**config.mk**
```make
export PLATFORM = sky130hd
export DESIGN_NAME = cr_clk_lpmd_ctrl
export DESIGN_NICKNAME = d
export VERILOG_FILES = /design/src/rtl/cr_clk_lpmd_ctrl.sv
export SDC_FILE = /design/constraint.sdc
export NUM_CORES = 1
export LEC_CHECK = 0
export CAP_MARGIN = 5
export CORE_MARGIN = 2
export CORE_UTILIZATION = 40
export DETAILED_ROUTE_END_ITERATION = 10
export GPL_ROUTABILITY_DRIVEN = 0
export PLACE_DENSITY = 0.68
export SLEW_MARGIN = 20
export SYNTH_ARGS = -nofsm -noshare
export SYNTH_HDL_FRONTEND = slang
export SYNTH_SLANG_ARGS = --single-unit
```
**constraint.sdc**
```tcl
create_clock -name forever_cpuclk -period 2.55 [get_ports forever_cpuclk]
set_input_delay 0.6375 -clock forever_cpuclk [delete_from_list [all_inputs] [get_ports forever_cpuclk]]
set_output_delay 0.6375 -clock forever_cpuclk [all_outputs]
set_load 0.01 [all_outputs]
```
**src/rtl/cr_clk_lpmd_ctrl.sv**
```systemverilog
// cr_clk_lpmd_ctrl
// Low-power-mode clock controller for the core clock gate.
//
// When the core requests sleep (WFI), the controller waits for the bus to be
// idle for IDLE_CYC consecutive cycles and then turns the core clock enable
// off. An interrupt or debugger request brings the clock back after WAKE_CYC
// settle cycles, and a one-cycle wake_done pulse marks the re-enable.
//
// Parameters:
//   IDLE_CYC  consecutive bus-idle cycles before clock-off (1..15)
//   WAKE_CYC  settle cycles after wakeup before clock re-enable (1..15)
//
// Ports:
//   forever_cpuclk      free-running core clock (only clock)
//   cpu_rst             asynchronous active-high reset
//   pad_yy_test_mode    scan/test mode, forces the clock enable on
//   cp0_lpmd_sleep_req  level sleep request from the core
//   biu_lpmd_bus_idle   no outstanding bus transaction
//   clic_lpmd_wakeup    level interrupt wakeup request
//   had_lpmd_dbg_req    debugger request (blocks sleep entry, wakes)
//   lpmd_core_clk_en    enable to the core gated-clock cell
//   lpmd_sleep_ack      high while the core clock is off (SLEEP/WAKE)
//   lpmd_wake_done      one-cycle pulse on clock re-enable
//   lpmd_state          current FSM state
module cr_clk_lpmd_ctrl #(
  parameter int IDLE_CYC = 4,
  parameter int WAKE_CYC = 3
) (
  input  logic       forever_cpuclk,
  input  logic       cpu_rst,
  input  logic       pad_yy_test_mode,
  input  logic       cp0_lpmd_sleep_req,
  input  logic       biu_lpmd_bus_idle,
  input  logic       clic_lpmd_wakeup,
  input  logic       had_lpmd_dbg_req,
  output logic       lpmd_core_clk_en,
  output logic       lpmd_sleep_ack,
  output logic       lpmd_wake_done,
  output logic [1:0] lpmd_state
);

  typedef enum logic [1:0] {
    RUN   = 2'b00,
    DRAIN = 2'b01,
    SLEEP = 2'b10,
    WAKE  = 2'b11
  } state_e;

  localparam logic [3:0] IDLE_LAST = 4'(IDLE_CYC - 1);
  localparam logic [3:0] WAKE_LAST = 4'(WAKE_CYC - 1);

  state_e     state_q, state_d;
  logic [3:0] idle_cnt_q, idle_cnt_d;
  logic [3:0] wake_cnt_q, wake_cnt_d;
  logic       clk_en_q, clk_en_d;
  logic       ack_q, ack_d;
  logic       wake_done_q, wake_done_d;
  logic       wake;

  assign wake = clic_lpmd_wakeup | had_lpmd_dbg_req;

  always_comb begin
    state_d    = state_q;
    idle_cnt_d = idle_cnt_q;
    wake_cnt_d = wake_cnt_q;
    case (state_q)
      RUN: begin
        // Counters are held at zero here so both start clean on entry.
        idle_cnt_d = 4'd0;
        wake_cnt_d = 4'd0;
        if (cp0_lpmd_sleep_req && !wake) begin
          state_d = DRAIN;
        end
      end
      DRAIN: begin
        // Abort beats the SLEEP transition when both happen together.
        if (wake || !cp0_lpmd_sleep_req) begin
          state_d    = RUN;
          idle_cnt_d = 4'd0;
        end else if (biu_lpmd_bus_idle) begin
          if (idle_cnt_q == IDLE_LAST) begin
            state_d    = SLEEP;
            idle_cnt_d = 4'd0;
          end else begin
            idle_cnt_d = idle_cnt_q + 4'd1;
          end
        end else begin
          idle_cnt_d = 4'd0;
        end
      end
      SLEEP: begin
        // Only a wake source leaves SLEEP; dropping sleep_req does not.
        if (wake) begin
          state_d    = WAKE;
          wake_cnt_d = 4'd0;
        end
      end
      WAKE: begin
        // Settle runs to completion regardless of the wake level.
        if (wake_cnt_q == WAKE_LAST) begin
          state_d    = RUN;
          wake_cnt_d = 4'd0;
        end else begin
          wake_cnt_d = wake_cnt_q + 4'd1;
        end
      end
      default: begin
        state_d    = RUN;
        idle_cnt_d = 4'd0;
        wake_cnt_d = 4'd0;
      end
    endcase

    // Outputs are computed from the next state so the flops track the
    // state register cycle for cycle.
    clk_en_d    = (state_d == RUN) || (state_d == DRAIN);
    ack_d       = (state_d == SLEEP) || (state_d == WAKE);
    wake_done_d = (state_q == WAKE) && (state_d == RUN);
  end

  always_ff @(posedge forever_cpuclk or posedge cpu_rst) begin
    if (cpu_rst) begin
      state_q     <= RUN;
      idle_cnt_q  <= 4'd0;
      wake_cnt_q  <= 4'd0;
      clk_en_q    <= 1'b1;
      ack_q       <= 1'b0;
      wake_done_q <= 1'b0;
    end else begin
      state_q     <= state_d;
      idle_cnt_q  <= idle_cnt_d;
      wake_cnt_q  <= wake_cnt_d;
      clk_en_q    <= clk_en_d;
      ack_q       <= ack_d;
      wake_done_q <= wake_done_d;
    end
  end

  // Test mode overrides only the enable; sequencing is untouched.
  assign lpmd_core_clk_en = clk_en_q | pad_yy_test_mode;
  assign lpmd_sleep_ack   = ack_q;
  assign lpmd_wake_done   = wake_done_q;
  assign lpmd_state       = state_q;

endmodule

```
==> After elaboration in Yosys (flattened, before gate mapping) <==
Index checks and enable logic that the tools add are counted.
{ "totals": {"reg_bits": 13, "latch_bits": 0, "mem_bits_rw": 0, "rom_bits": 0, "input_bits": 7, "out_inout_bits": 5, "elab_cells": 45, "mem_count": 0} }
{ "op_classes": {"addsub": 2, "n_mul": 0, "n_div": 0, "magnitude_cmp": 0, "n_eq_ne": 9, "n_shift": 0, "muxes": 14, "n_bitwise": 2, "n_reduce_logical": 12} }
{ "op_table": {"columns": ["operator", "count"], "rows": [
  ["$mux 4", 5],
  ["$mux 2", 6],
  ["$pmux 4 s3", 1],
  ["$add 4x1->4 const B", 2],
  ["$eq 2x2->1 const B", 4],
  ["$eq 4x2->1 const B", 2],
  ["$pmux 2 s4", 1],
  ["$pmux 4 s2", 1],
  ["$eq 2x1->1 const B", 2],
  ["$logic_not 2->1", 2],
  ["$logic_or 1x1->1", 3],
  ["$reduce_bool 3->1", 1],
  ["$logic_and 1x1->1", 2],
  ["$logic_not 1->1", 2],
  ["$ne 2x2->1 const B", 1],
  ["$or 1x1->1", 2],
  ["$reduce_and 2->1", 1],
  ["$reduce_bool 2->1", 1]
]} }

==> Logic depth before layout (Yosys ltp) <==
{ "logic_depth": {"ltp_word": 7, "mapped_depth": 6, "mapped_depth_nobuf": 6} }

==> Worst setup path before layout <==
No wires, ideal clock.
{ "synth_path": {"path_kind": "reg2reg", "start": "register lpmd_sleep_ack (netlist name)", "end": "register wake_done_q, in the netlist lpmd_wake_done", "setup_time_ns": 0.080, "arrival_time_ns": 1.716, "required_time_ns": 2.470, "path_slack_ns": 0.754, "stages_incl_launch_ff": 7, "path_cell_list": "dfrtp_1 > inv_1 > ha_1 > and4bb_2 > a2111oi_1 > nor3_2 > nor3b_2"} }
{ "synth_rtl": {"columns": ["item", "line_no", "source"], "rows": [
  ["end signal, assigned", "135", "wake_done_q <= wake_done_d;"],
  ["end, declared", "57", "logic wake_done_q, wake_done_d;"]
]} }

==> Worst setup path in the final report <==
{ "layout_path": {"start": "input port pad_yy_test_mode", "end": "output port lpmd_core_clk_en"} }
{ "layout_via": {"elab_chain_len": 1} }
{ "layout_rtl": {"columns": ["item", "line_no", "source"], "rows": [
  ["start, declared", "31", "input logic pad_yy_test_mode,"],
  ["$or 1x1->1", "140", "assign lpmd_core_clk_en = clk_en_q | pad_yy_test_mode;"],
  ["end, declared", "36", "output logic lpmd_core_clk_en,"]
]} }
Every way passes these cells.

==> metrics.md <==
| Metric | Value |
|---|---|
| Met1 usage | `about 18%` |
| CTS buffer count | `3` |
| Grt ovf | `0` |
| Pwr Density | `~900 mW/mm^2` |
| Number of global-route vias before repair | `~540` |
| CTS hold repair buffers | `0` |
| TritonRoute pass-1 iters | `4` |
| Clock Path Buffers | `2` |
| Die ar. | `about 0.0022 mm^2` |
| Layout cell share with drive strength beyond 1 | `approximately an eighth` |
| Die extent in x | `around 47 um` |
| Worst path cell trace | `clkdlybuf4s50_1 -> or2_2 -> clkdlybuf4s50_1` |
| Largest net degree at the start of global routing | `13` |
| P&R area growth vs syn | `21.62%` |
| First-iteration detailed-routing DRC count | `13` |
| Syn_nets | `83` |
| Min-delay src | `idle_cnt_q[0]$_DFFE_PP0P_` |
| Status | `complete, no violations` |
| GR Layer Usage met2 | `a little over a quarter` |
| # diodes | `0` |
| Clk_lat worst skew | `roughly 0.27 ns` |
| Layout Nets | `98` |
| Final Critical Period | `2.423 ns` |
| Syn. warnings | `0` |
| Worst slew pin tran | `~0.53 ns` |
| Worst hold path type | `flop to flop` |
| Synthesized cell area | `~740 um^2` |
| I/O pin count | `12` |
| Reg2Reg Launch Point | `lpmd_sleep_ack$_DFF_PP0_` |
| CP startpoint | `pad_yy_test_mode` |
| Die H | `roughly 47 um` |
| Vias per cell | `between 5 and 6` |
| Max Cap Violations | `0` |
| Hold Path Depth | `1` |
| Remaining antenna violation count after routing | `0` |
| H-tree levels | `1` |
| Slew Viols, Final | `0` |
| Most used cell, CP | `clkdlybuf4s50_1` |
| Met3 Use GR | `approximately 6.9%` |
| Maximum vdd drop | `between 400 and 500 uV` |
| Path depth of the worst reg2reg path | `6` |
| Critical Path End Type | `output pin` |
| Relative slew slack | `about 65%` |
| Leak Pwr | `between 0.3 and 0.4 nW` |
| CTS Sinks | `12` |
| Critical path peak fanout | `1` |
| Final hold vios | `0` |
| Total Neg Setup Slack | `0 ns` |
| FF-to-FF setup slack | `approximately 0.54 ns` |
| Flops & latches, synth | `12` |
| CTS tree | `yes` |
| Number of library cell types mapped by synthesis | `33` |
| Ys async rst share | `100.0%` |
| Register Area | `approximately 300 um^2` |
| RSZ-0062 raised after global routing | `no` |
| Worst Path Required | `about 1.9 ns` |
| Final setup fails | `0` |
| Max Clk Rate | `0.4127 GHz` |
| Crit path launch type | `primary input` |
| Sequential area share after synthesis | `40.71%` |
| Largest stage delay on the critical path | `between 0.4 and 0.5 ns` |
| Residual DRC | `0` |
| Filler cell count | `between 150 and 200` |
| Core ar. | `~0.0017 mm^2` |
| PortBufs | `11` |
| Final worst path period share | `about 95%` |
| Cell count after synthesis | `just over 70` |
| Avg Inst Size Synth | `around 10 um^2` |
| Wire per inst | `~12 um` |
| First-pass GRT wire length | `between 2000 and 2500 um` |
| # rows | `15` |
| Final hold slack | `between 0.5 and 0.6 ns` |
| Crit path kind | `primary input to output pin` |
| Final setup skew | `0.01103 ns` |
| Prevailing post-synth register cell | `dfrtp_1` |
| GRT Overall Usage | `about 15%` |
| Initial antenna violation count | `0` |
| DR vias | `slightly below 600` |
| GRT Max-Usage Layer | `met2` |
| CTS resizes | `0` |
| Critical path's slowest cell | `clkdlybuf4s50_1` |
| Post-synth EDFFs | `0` |
| Initial Util | `42.90%` |
| Setup Buffers After CTS | `0` |
| Routed wire length | `~1400 um` |
| HPWL after detailed placement | `approximately 1100 um` |
| Total power | `a little under 0.8 mW` |
| CTS Root Cell | `clkbuf_4` |
| Area of the multi-input gates | `about 410 um^2` |
| Crit path DAT | `approximately 1.8 ns` |
| Clk slew on worst S/H paths | `roughly 0.080 ns` |
[kinds of logic (layout without fill, tap and decap cells)]
logic type / after synthesis / after routing / synth area share, %
buffers and inverters: 6 / 20 / 3.548
AOI/OAI and AO/OA: 19 / 19 / 19.59
DFF: 12 / 12 / 40.71
adders and majority gates: 5 / 5 / 8.446
and+or+nand+nor: 27 / 27 / 24.83
muxes: 2 / 2 / 2.872
[per-stage QoR]
step | cell area, um^2 | util [%] | std cells | setup slack (ns)
floorplan | 740.7 | - | 71 | 0.7537
CTS | 900.9 | 52.17 | 110 | 0.1240
finish | 900.9 | 52.17 | 110 | 0.1270
detailed placement | 874.6 | 50.65 | 106 | 0.1254
global placement | 874.6 | 50.65 | 106 | 0.1278
global route | 900.9 | 52.17 | 110 | 0.08755
[Yosys cell counts (all sizes together) (2+ instances only)]
library cell | count | area, um^2
nor2 | 3 | 11.26
nand2 | 5 | 18.77
o31ai | 2 | 15.01
and2 | 2 | 12.51
ha | 5 | 62.56
o22ai | 2 | 12.51
inv | 5 | 18.77
dfrtp | 11 | 275.3
a2111oi | 2 | 37.54
nor3b | 4 | 35.03
nand3 | 4 | 20.02
o21ai | 8 | 40.03
[cell usage in the layout, fill, tap and decap left out, types with 2 or more instances in the layout]
| master | synthesis | final |
|---|---|---|
| o21ai_0 | 3 | 3 |
| nor3b_1 | 3 | 3 |
| o22ai_1 | 2 | 2 |
| dfrtp_1 | 11 | 11 |
| clkbuf_4 | 0 | 3 |
| clkdlybuf4s50_1 | 0 | 11 |
| nor2_1 | 3 | 3 |
| o21ai_1 | 5 | 5 |
| ha_1 | 5 | 5 |
| o31ai_1 | 2 | 2 |
| nand2_1 | 5 | 5 |
| inv_1 | 5 | 5 |
| nand3_1 | 4 | 4 |
| and2_1 | 2 | 2 |
[state kept, by name, indices dropped and copies added, names as in the netlist]
register / flops
lpmd_wake_done: 1
lpmd_sleep_ack: 1
wake_cnt_q: 4
clk_en_q: 1
idle_cnt_q: 4
lpmd_state: 1
[worst paths after layout]
| path | to |
|---|---|
| setup reg to reg | lpmd_wake_done$_DFF_PP0_ |
| setup / recovery | lpmd_core_clk_en |
| max in group asynchronous | clk_en_q$_DFF_PP1_ |
| hold / removal | idle_cnt_q[0]$_DFFE_PP0P_ |
| hold reg to reg | idle_cnt_q[0]$_DFFE_PP0P_ |
| min in group asynchronous | idle_cnt_q[2]$_DFFE_PP0P_ |
[power by group]
part           internal (mW)  total (mW)  leakage, nW  switching (mW)
Sequential             0.232       0.272        0.161          0.0402
Clock                 0.0606       0.122       0.0150          0.0613
Combinational          0.186       0.396        0.193           0.210
Total                  0.478       0.789        0.369           0.311
[area by class of cell]
| class | instances | share of cell area (%) |
|---|---|---|
| multi-input cells | 53 | 45.83 |
| flip-flops and latches | 12 | 33.47 |
| repair buffers | 11 | 12.22 |
| well taps | 25 | 3.472 |
| clock buffers | 4 | 2.917 |
| inverters | 5 | 2.083 |
[critical path: cells and delay by family]
family | cells | cell delay (ns)
and+or+nand+nor | 1 | 0.29
buffers and inverters | 2 | 0.87
[routing by layer]
metal | wire length (um) | share of wire (%)
met5 | 0 | 0
met4 | 10 | 0.73
met3 | 65 | 4.7
met2 | 655 | 48
met1 | 640 | 47
Note: power is estimated with default switching activity, not from simulation.
